[src/rtl/axis_packet_parser_if.sv]
// AXI-stream bundle shared by the parser's ingress and egress ports.
// tdest is only meaningful on the egress side; ingress drivers tie it to zero.
interface axis_packet_parser_if #(
   parameter int unsigned DATA_W = 32,
   parameter int unsigned USER_W = 16,
   parameter int unsigned DEST_W = 5
);
   logic              tvalid;
   logic              tready;
   logic [DATA_W-1:0] tdata;
   logic [USER_W-1:0] tuser;
   logic              tlast;
   logic [DEST_W-1:0] tdest;

   modport master (output tvalid, tdata, tuser, tlast, tdest, input tready);
   modport slave  (input tvalid, tdata, tuser, tlast, tdest, output tready);
endinterface

[src/rtl/axis_packet_parser.sv]
// Validates each ingress packet against the connection table, strips the header beat and
// forwards the payload tagged with its output port. Optional macro: PARSER_DROP_CNT_EN.
module axis_packet_parser #(
   parameter int unsigned AXIS_DATA_SIZE = 32,
   parameter int unsigned USER_SIZE      = 16,
   parameter int unsigned CFG_ADDR_SIZE  = 15,
   parameter int unsigned DATA_SIZE      = 32,
   parameter int unsigned PORT_SIZE      = 5
) (
   input  logic                     clk,
   input  logic                     reset_n,
   axis_packet_parser_if.slave      s_axis,
   axis_packet_parser_if.master     m_axis,
   output logic                     cfg_rd_en_o,
   output logic [CFG_ADDR_SIZE-1:0] cfg_rd_addr_o,
   input  logic [DATA_SIZE-1:0]     cfg_rd_data_i,
   output logic                     drop_pulse_o
`ifdef PARSER_DROP_CNT_EN
   ,
   output logic [15:0]              drop_cnt_o
`endif
);

   typedef enum logic [2:0] {StIdle, StLookup, StCheck, StFwd, StDrop} state_e;

   state_e               state_q, state_d;
   logic                 active_q;
   logic [7:0]           len_q, len_d;
   logic                 hdr_last_q, hdr_last_d;
   logic                 cfg_valid_q, cfg_valid_d;
   logic [PORT_SIZE-1:0] cfg_port_q, cfg_port_d;
   logic [PORT_SIZE-1:0] dest_q, dest_d;
   logic [7:0]           cnt_q, cnt_d;
   logic                 at_len;
   logic                 unused_bits;

   assign unused_bits = ^{cfg_rd_data_i[DATA_SIZE-2:PORT_SIZE], s_axis.tdest};
   // len is never 0 in StFwd, so the decrement cannot wrap there.
   assign at_len      = (cnt_q == len_q - 8'd1);
   assign m_axis.tdest = dest_q;

   always_ff @(posedge clk or negedge reset_n) begin
      if (!reset_n) begin
         state_q     <= StIdle;
         active_q    <= 1'b0;
         len_q       <= '0;
         hdr_last_q  <= 1'b0;
         cfg_valid_q <= 1'b0;
         cfg_port_q  <= '0;
         dest_q      <= '0;
         cnt_q       <= '0;
      end else begin
         state_q     <= state_d;
         active_q    <= 1'b1;
         len_q       <= len_d;
         hdr_last_q  <= hdr_last_d;
         cfg_valid_q <= cfg_valid_d;
         cfg_port_q  <= cfg_port_d;
         dest_q      <= dest_d;
         cnt_q       <= cnt_d;
      end
   end

   always_comb begin
      state_d       = state_q;
      len_d         = len_q;
      hdr_last_d    = hdr_last_q;
      cfg_valid_d   = cfg_valid_q;
      cfg_port_d    = cfg_port_q;
      dest_d        = dest_q;
      cnt_d         = cnt_q;
      s_axis.tready = 1'b0;
      m_axis.tvalid = 1'b0;
      m_axis.tdata  = '0;
      m_axis.tuser  = '0;
      m_axis.tlast  = 1'b0;
      cfg_rd_en_o   = 1'b0;
      cfg_rd_addr_o = '0;
      drop_pulse_o  = 1'b0;
      unique case (state_q)
         StIdle: begin
            // active_q keeps s_tready low while reset is held.
            s_axis.tready = active_q;
            if (s_axis.tvalid && active_q) begin
               cfg_rd_en_o   = 1'b1;
               cfg_rd_addr_o = s_axis.tdata[CFG_ADDR_SIZE-1:0];
               len_d         = s_axis.tdata[31:24];
               hdr_last_d    = s_axis.tlast;
               state_d       = StLookup;
            end
         end
         StLookup: begin
            cfg_valid_d = cfg_rd_data_i[DATA_SIZE-1];
            cfg_port_d  = cfg_rd_data_i[PORT_SIZE-1:0];
            state_d     = StCheck;
         end
         StCheck: begin
            if (!cfg_valid_q || (len_q == 8'd0) || hdr_last_q) begin
               drop_pulse_o = 1'b1;
               state_d      = hdr_last_q ? StIdle : StDrop;
            end else begin
               dest_d  = cfg_port_q;
               cnt_d   = 8'd0;
               state_d = StFwd;
            end
         end
         StFwd: begin
            m_axis.tvalid = s_axis.tvalid;
            s_axis.tready = m_axis.tready;
            m_axis.tdata  = s_axis.tdata;
            m_axis.tuser  = s_axis.tuser;
            m_axis.tlast  = at_len | s_axis.tlast;
            // Short or long packet: tag the closing beat as errored.
            if (at_len != s_axis.tlast) m_axis.tuser[0] = 1'b1;
            if (s_axis.tvalid && m_axis.tready) begin
               if (s_axis.tlast || at_len) begin
                  drop_pulse_o = (at_len != s_axis.tlast);
                  state_d      = s_axis.tlast ? StIdle : StDrop;
               end else begin
                  cnt_d = cnt_q + 8'd1;
               end
            end
         end
         StDrop: begin
            s_axis.tready = 1'b1;
            if (s_axis.tvalid && s_axis.tlast) state_d = StIdle;
         end
         default: state_d = StIdle;
      endcase
   end

`ifdef PARSER_DROP_CNT_EN
   logic [15:0] drop_cnt_q;

   always_ff @(posedge clk or negedge reset_n) begin
      if (!reset_n) begin
         drop_cnt_q <= '0;
      end else if (drop_pulse_o && (drop_cnt_q != 16'hFFFF)) begin
         drop_cnt_q <= drop_cnt_q + 16'd1;
      end
   end

   assign drop_cnt_o = drop_cnt_q;
`endif

endmodule

[src/flat_wrapper.sv]
// flat-port wrapper written by rule: the top's interface ports become plain ports
module axis_packet_parser_flat 
#(
   parameter int unsigned AXIS_DATA_SIZE = 32,
   parameter int unsigned USER_SIZE      = 16,
   parameter int unsigned CFG_ADDR_SIZE  = 15,
   parameter int unsigned DATA_SIZE      = 32,
   parameter int unsigned PORT_SIZE      = 5
)
  (clk, reset_n, cfg_rd_en_o, cfg_rd_addr_o, cfg_rd_data_i, drop_pulse_o, s_axis_tvalid, s_axis_tdata, s_axis_tuser, s_axis_tlast, s_axis_tdest, s_axis_tready, m_axis_tvalid, m_axis_tdata, m_axis_tuser, m_axis_tlast, m_axis_tdest, m_axis_tready);
  axis_packet_parser_if #(.DATA_W(32), .USER_W(16), .DEST_W(5)) s_axis_i ();
  axis_packet_parser_if #(.DATA_W(32), .USER_W(16), .DEST_W(5)) m_axis_i ();
  input  logic clk;
  input  logic reset_n;
  output logic cfg_rd_en_o;
  output logic [CFG_ADDR_SIZE-1:0] cfg_rd_addr_o;
  input  logic [DATA_SIZE-1:0] cfg_rd_data_i;
  output logic drop_pulse_o;
  input wire logic [$bits(s_axis_i.tvalid)-1:0] s_axis_tvalid;
  input wire logic [$bits(s_axis_i.tdata)-1:0] s_axis_tdata;
  input wire logic [$bits(s_axis_i.tuser)-1:0] s_axis_tuser;
  input wire logic [$bits(s_axis_i.tlast)-1:0] s_axis_tlast;
  input wire logic [$bits(s_axis_i.tdest)-1:0] s_axis_tdest;
  output wire logic [$bits(s_axis_i.tready)-1:0] s_axis_tready;
  output wire logic [$bits(m_axis_i.tvalid)-1:0] m_axis_tvalid;
  output wire logic [$bits(m_axis_i.tdata)-1:0] m_axis_tdata;
  output wire logic [$bits(m_axis_i.tuser)-1:0] m_axis_tuser;
  output wire logic [$bits(m_axis_i.tlast)-1:0] m_axis_tlast;
  output wire logic [$bits(m_axis_i.tdest)-1:0] m_axis_tdest;
  input wire logic [$bits(m_axis_i.tready)-1:0] m_axis_tready;
  assign s_axis_i.tvalid = s_axis_tvalid;
  assign s_axis_i.tdata = s_axis_tdata;
  assign s_axis_i.tuser = s_axis_tuser;
  assign s_axis_i.tlast = s_axis_tlast;
  assign s_axis_i.tdest = s_axis_tdest;
  assign s_axis_tready = s_axis_i.tready;
  assign m_axis_tvalid = m_axis_i.tvalid;
  assign m_axis_tdata = m_axis_i.tdata;
  assign m_axis_tuser = m_axis_i.tuser;
  assign m_axis_tlast = m_axis_i.tlast;
  assign m_axis_tdest = m_axis_i.tdest;
  assign m_axis_i.tready = m_axis_tready;
  axis_packet_parser #(.AXIS_DATA_SIZE(AXIS_DATA_SIZE), .USER_SIZE(USER_SIZE), .CFG_ADDR_SIZE(CFG_ADDR_SIZE), .DATA_SIZE(DATA_SIZE), .PORT_SIZE(PORT_SIZE)) u_core (.clk(clk), .reset_n(reset_n), .s_axis(s_axis_i), .m_axis(m_axis_i), .cfg_rd_en_o(cfg_rd_en_o), .cfg_rd_addr_o(cfg_rd_addr_o), .cfg_rd_data_i(cfg_rd_data_i), .drop_pulse_o(drop_pulse_o));
endmodule
[config.mk]
export PLATFORM = sky130hd
export DESIGN_NAME = axis_packet_parser_flat
export DESIGN_NICKNAME = d
export VERILOG_FILES = /design/src/rtl/axis_packet_parser_if.sv /design/src/rtl/axis_packet_parser.sv /design/src/flat_wrapper.sv
export SDC_FILE = /design/constraint.sdc
export NUM_CORES = 1
export LEC_CHECK = 0
export ABC_AREA = 0
export ABC_CLOCK_PERIOD_IN_PS = 4930
export CORE_MARGIN = 5
export CORE_UTILIZATION = 37
export CTS_CLUSTER_DIAMETER = 30
export CTS_CLUSTER_SIZE = 12
export DETAILED_ROUTE_END_ITERATION = 10
export PLACE_DENSITY = 0.95
export SLEW_MARGIN = 20
export SYNTH_ARGS = -nofsm -noshare
export SYNTH_HDL_FRONTEND = slang
export SYNTH_SLANG_ARGS = --single-unit
[constraint.sdc]
create_clock -name clk -period 4.93 [get_ports clk]
set_input_delay 1.479 -clock clk [delete_from_list [all_inputs] [get_ports clk]]
set_output_delay 1.479 -clock clk [all_outputs]
set_load 0.01 [all_outputs]
[Yosys cells after proc, flatten, opt, wreduce, memory -nomap -nowiden]
Index checks and enable logic that the tools add are counted.
Word-level totals
  bits in registers: 32
  bits of input ports: 90
  output and inout port bits: 73
  logic and storage cells: 64
Operators by class
  add/sub/neg operators: 2
  equality and inequality tests: 12
  multiplexer cells: 26
  bitwise operators: 2
  reductions and logical operators: 14
Operators by type and width (number)
  $mux 32: 1
  $mux 15: 2
  $mux 8: 3
  $mux 3: 7
  $mux 16: 1
  $pmux 8 s2: 1
  $pmux 3 s5: 1
  $add 8x1->8 const B: 1
  $eq 8x8->1: 1
  $logic_not 8->1: 1
  $mux 1: 8
  $ne 2x1->1 const B: 4
  $reduce_and 4->1: 2
  $sub 8x1->8 const B: 1
  $eq 3x2->1 const B: 2
  $ne 2x2->1 const B: 2
  $reduce_and 2->1: 2
  $eq 3x1->1 const B: 1
  $eq 3x3->1 const B: 1
  $logic_and 1x1->1: 3
  $logic_not 3->1: 1
  $logic_or 1x1->1: 3
  $pmux 1 s3: 1
  $pmux 1 s2: 1
  5 further kinds: 5

[Logic depth before layout (Yosys ltp)]
  depth after elaboration: 6
  gate-level depth with buffers: 14
  gate-level depth less buffers: 13

[Least setup slack after synthesis]
OpenSTA, ideal clock, no wires.
  path type: input port to output port
  start point: input port s_axis_tvalid
  end point: output port cfg_rd_addr_o[10]
  arrival time: 2.310 ns
  required time: 3.451 ns
  path slack: 1.141 ns
  stages: 4
  buffers on the path: 1
  cell sequence: nand2_1 > nor2_2 > clkbuf_1 > and2_1
Between the ends
  word-level cells in the longest chain between the ends: 3
Ends and longest elaborated chain
  start: declaration: RTL line flat_wrapper.sv:19  | input wire logic [$bits(s_axis_i.tvalid)-1:0] s_axis_tvalid;
  $logic_and 1x1->1: RTL line axis_packet_parser.sv:84  | if (s_axis.tvalid && active_q) begin
  $mux 15: RTL line axis_packet_parser.sv:84
  $mux 15: RTL line axis_packet_parser.sv:80  | unique case (state_q)
  end: declaration: RTL line flat_wrapper.sv:16  | output logic [CFG_ADDR_SIZE-1:0] cfg_rd_addr_o;
Every way passes these cells.

[Final worst setup path]
  start point: input port s_axis_tvalid
  end point: output port cfg_rd_addr_o[1]
The elaborated chain is that of the path after synthesis.

==> impl_metrics.tcl <==
set metrics [dict create \
    status "finished clean" \
    cp-startpoint "s_axis_tvalid" \
    place_area_sq_um 3530 \
    drive_gt1_share_pct 8.47 \
    rrSetupSlack_ns 1.92 \
    crit_chain "clkdlybuf4s50_1, nand2_1, nor2_2, buf_4, and2_1, clkdlybuf4s50_1" \
    synth_cells 244 \
    max_clock_freq_mhz 213 \
    min_path_type "register to register" \
    ys_top_cells_by_area "dfrtp_1, and2_1, mux2_2" \
    n_antenna_cell 0 \
    dpl.hpwl_um 5450 \
    cts_sinks 32 \
    worstSetupPathType "input pin to output port" \
    final.period_utilization_pct 95.4 \
    path_delay_family "buffers and inverters" \
    power.leakage_nw 1.51 \
    synth_ff_type "dfrtp_1" \
    clkPwrFrac_pct 17.1 \
    grt_max_degree 52 \
    async_flop_share_pct 100 \
    drcViolationCount 0 \
    grt_pass1_vias 2146 \
    synth_area_sq_um 2130 \
    ctsHoldBuffers 0 \
    dieWidth_um 85.9 \
    min_period_ns 4.70 \
    rr_startpoint "u_core.len_q[2]" \
    setup_violations 0 \
    cts_root_buffer "clkbuf_8" \
    tritoncts "done" \
    syn-num-nets 338 \
    vias 2124 \
    areaGrowthSynthToFinish_pct 70.7 \
    ir_drop_mv 0.247 \
    synthDominantCellAreaShare_pct 37.5 \
    cpMaxStageDelayCell "clkdlybuf4s50_1" \
    cts_made_buffers 5 \
    dr.pass1.iters 4 \
    synth_area_leader_cell "dfrtp_1" \
    overflow 0 \
    cts-resized-gates 0 \
    maxCapViolCount 0 \
    grt_pass1_wl_um 10500 \
    start_util_pct 38.5 \
    post_cts_buffers 0 \
    yosysSeqAreaShare_pct 37.5 \
    wl_um 6770 \
    worst_slew_pin_slew_ns 0.634 \
    nFillCells 437 \
    reg2regPathDepth 10 \
    final-hold-violation-count 0 \
    drt-wirelength-per-cell_um 15.0 \
    slew_headroom_pct 57.4 \
    reg2reg_to "u_core.cnt_q[7]" \
    track_usage_pct 17.7 \
    intPower_uw 926 \
    final_util_pct 65.7 \
    row_count 27 \
    die_height_um 85.9 \
    cp_max_fo 22 \
    power.net_switching_uw 531 \
    num_io_pins 163 \
    finalMaxSlewViolations 0 \
    core_sq_um 5540 \
    clkSlewWorstSetupHoldPaths_ns 0.07 \
    ant_nets 0 \
    cp.depth 6 \
    fin_nets 471 \
    yosysWarnings 0 \
    htree_levels 2 \
    syn-mean-instance-area_sq_um 8.74 \
    cts_buffer_depth 2 \
    rsz0062_at_grt "false" \
    endpoint "cfg_rd_addr_o[1]" \
    clock_insertion_delay_worst_skew_ns 0.28 \
    crit_path_start_kind "input pin" \
    viasPerCell 4.72 \
    antenna_found_initial 0 \
    path_buf_inv 3 \
    die_area_sq_um 7380 \
    synth.most_common_cell "and2_1" \
    swShare_pct 36.4 \
    seqPwrFrac_pct 32.7 \
    total_power_mw 1.46 \
    cp-end-kind "output port" \
    finalInstanceArea_sq_um 3640 \
    comb_power_share_pct 50.2 \
    slowest_delay_ns 0.59 \
    cpMostUsedCell "clkdlybuf4s50_1" \
    synthTopCellsByCount "and2_1, dfrtp_1, nand2_1" \
    final.setup_skew_ns 0.00404 \
    cp.required_ns 3.45 \
    min_path_cells 2 \
    synth_edf_count 0 \
    synth_cell_types 39 \
    gp_congestion 0.808 \
    ys_seq_elements 32 \
    portBuffers 131 \
    cp.arrival_ns 3.23 \
    power_density_nw_per_um2 400 \
    first_iter_violations 91 \
    fin_setup_tns_ns 0 \
]
==> through the flow <==
| stage | instances | worst slack (ns) | hold WS [ns] |
|---|---|---|---|
| 6_report | 450 | 0.225 | 0.464 |
| 5_1_grt | 450 | 0.139 | 0.486 |
| 4_1_cts | 450 | 0.222 | 0.468 |
| 3_5_place_dp | 442 | 0.222 | 0.449 |
| 3_3_place_gp | 442 | 0.273 | 0.445 |
| 2_1_floorplan | 244 | 1.14 | 0.435 |
==> metal layers <==
layer	GRT usage [%]	wire length, um	share of wire (%)
met1	20.7	2610	39
met3	4.23	349	5.2
met2	32.4	3720	55
met5	0	0	0
met4	4.17	86	1.3
==> state kept, by name, summed over array words and instances, names as in the netlist <==
register	count
u_core.active_q	1
u_core.cfg_port_q	5
u_core.cfg_valid_q	1
u_core.cnt_q	8
u_core.hdr_last_q	1
u_core.len_q	8
u_core.m_axis.tdest	5
u_core.state_q	3
==> final cells by class <==
type                    count  area (sq um)  share of cell area [%]
inverters                   6          22.5                   0.619
clock buffers               6          72.6                    1.99
repair buffers            136          1350                    37.0
well taps                  72          90.1                    2.47
multi-input cells         196          1270                    34.9
clock inverters             2          35.0                   0.962
flip-flops and latches     32           801                    22.0
==> how the worst min path moves through the flow <==
| stage | start | end | slack (ns) |
|---|---|---|---|
| 2_1_floorplan | u_core.cfg_port_q[0] | u_core.m_axis.tdest[0] | 0.43 |
| 3_3_place_gp | u_core.cfg_port_q[0] | u_core.m_axis.tdest[0] | 0.44 |
| 3_5_place_dp | u_core.cfg_port_q[0] | u_core.m_axis.tdest[0] | 0.45 |
| 4_1_cts | u_core.cfg_port_q[0] | u_core.m_axis.tdest[0] | 0.47 |
| 5_1_grt | u_core.cfg_port_q[0] | u_core.m_axis.tdest[0] | 0.49 |
| 6_report | u_core.cfg_port_q[0] | u_core.m_axis.tdest[0] | 0.46 |
==> worst reg2reg max path, cell delays in order (launching register included) <==
cell and delay [ns]:
dfrtp_1 0.46, or4_4 0.61, nor2_1 0.13, o32ai_1 0.09
o211ai_1 0.28, ha_1 0.25, nand3_1 0.13, nor4_1 0.51
nand4_1 0.21, xor2_1 0.18, nor2_1 0.05
==> cell usage in the layout (no fill, tap or decap), drive strengths merged, types with 2 or more instances in the layout <==
cell and count:
nand3 4, xor2 9, inv 6, nand4 5
nand2b 2, nand2 30, a31oi 2, nor3 3
nor4 2, nor2b 2, dfrtp 32, buf 5
nand3b 2, and2 63, ha 4, o21ai 9
mux2 14, clkdlybuf4s50 131, nor2 20, xnor2 8
clkbuf 6
==> cells by family after synthesis <==
logic type / after synthesis / synth area share [%]
mux: 15 / 7.86
buf+inv: 16 / 2.87
other cells: 1 / 0.176
fa+ha+maj: 4 / 2.35
compound gates: 18 / 6.16
xor+xnor: 17 / 6.98
flops: 32 / 37.5
simple gates: 141 / 36.1
==> power by group through the flow <==
stage | logic [mW] | registers, mW | clock network [mW]
2_1_floorplan | 0.438 | 0.460 | 0
3_3_place_gp | 0.712 | 0.473 | 0
3_5_place_dp | 0.736 | 0.480 | 0
4_1_cts | 0.740 | 0.476 | 0.252
5_1_grt | 0.800 | 0.493 | 0.266
6_report | 0.732 | 0.476 | 0.249
Note: power is estimated with default switching activity, not from simulation.
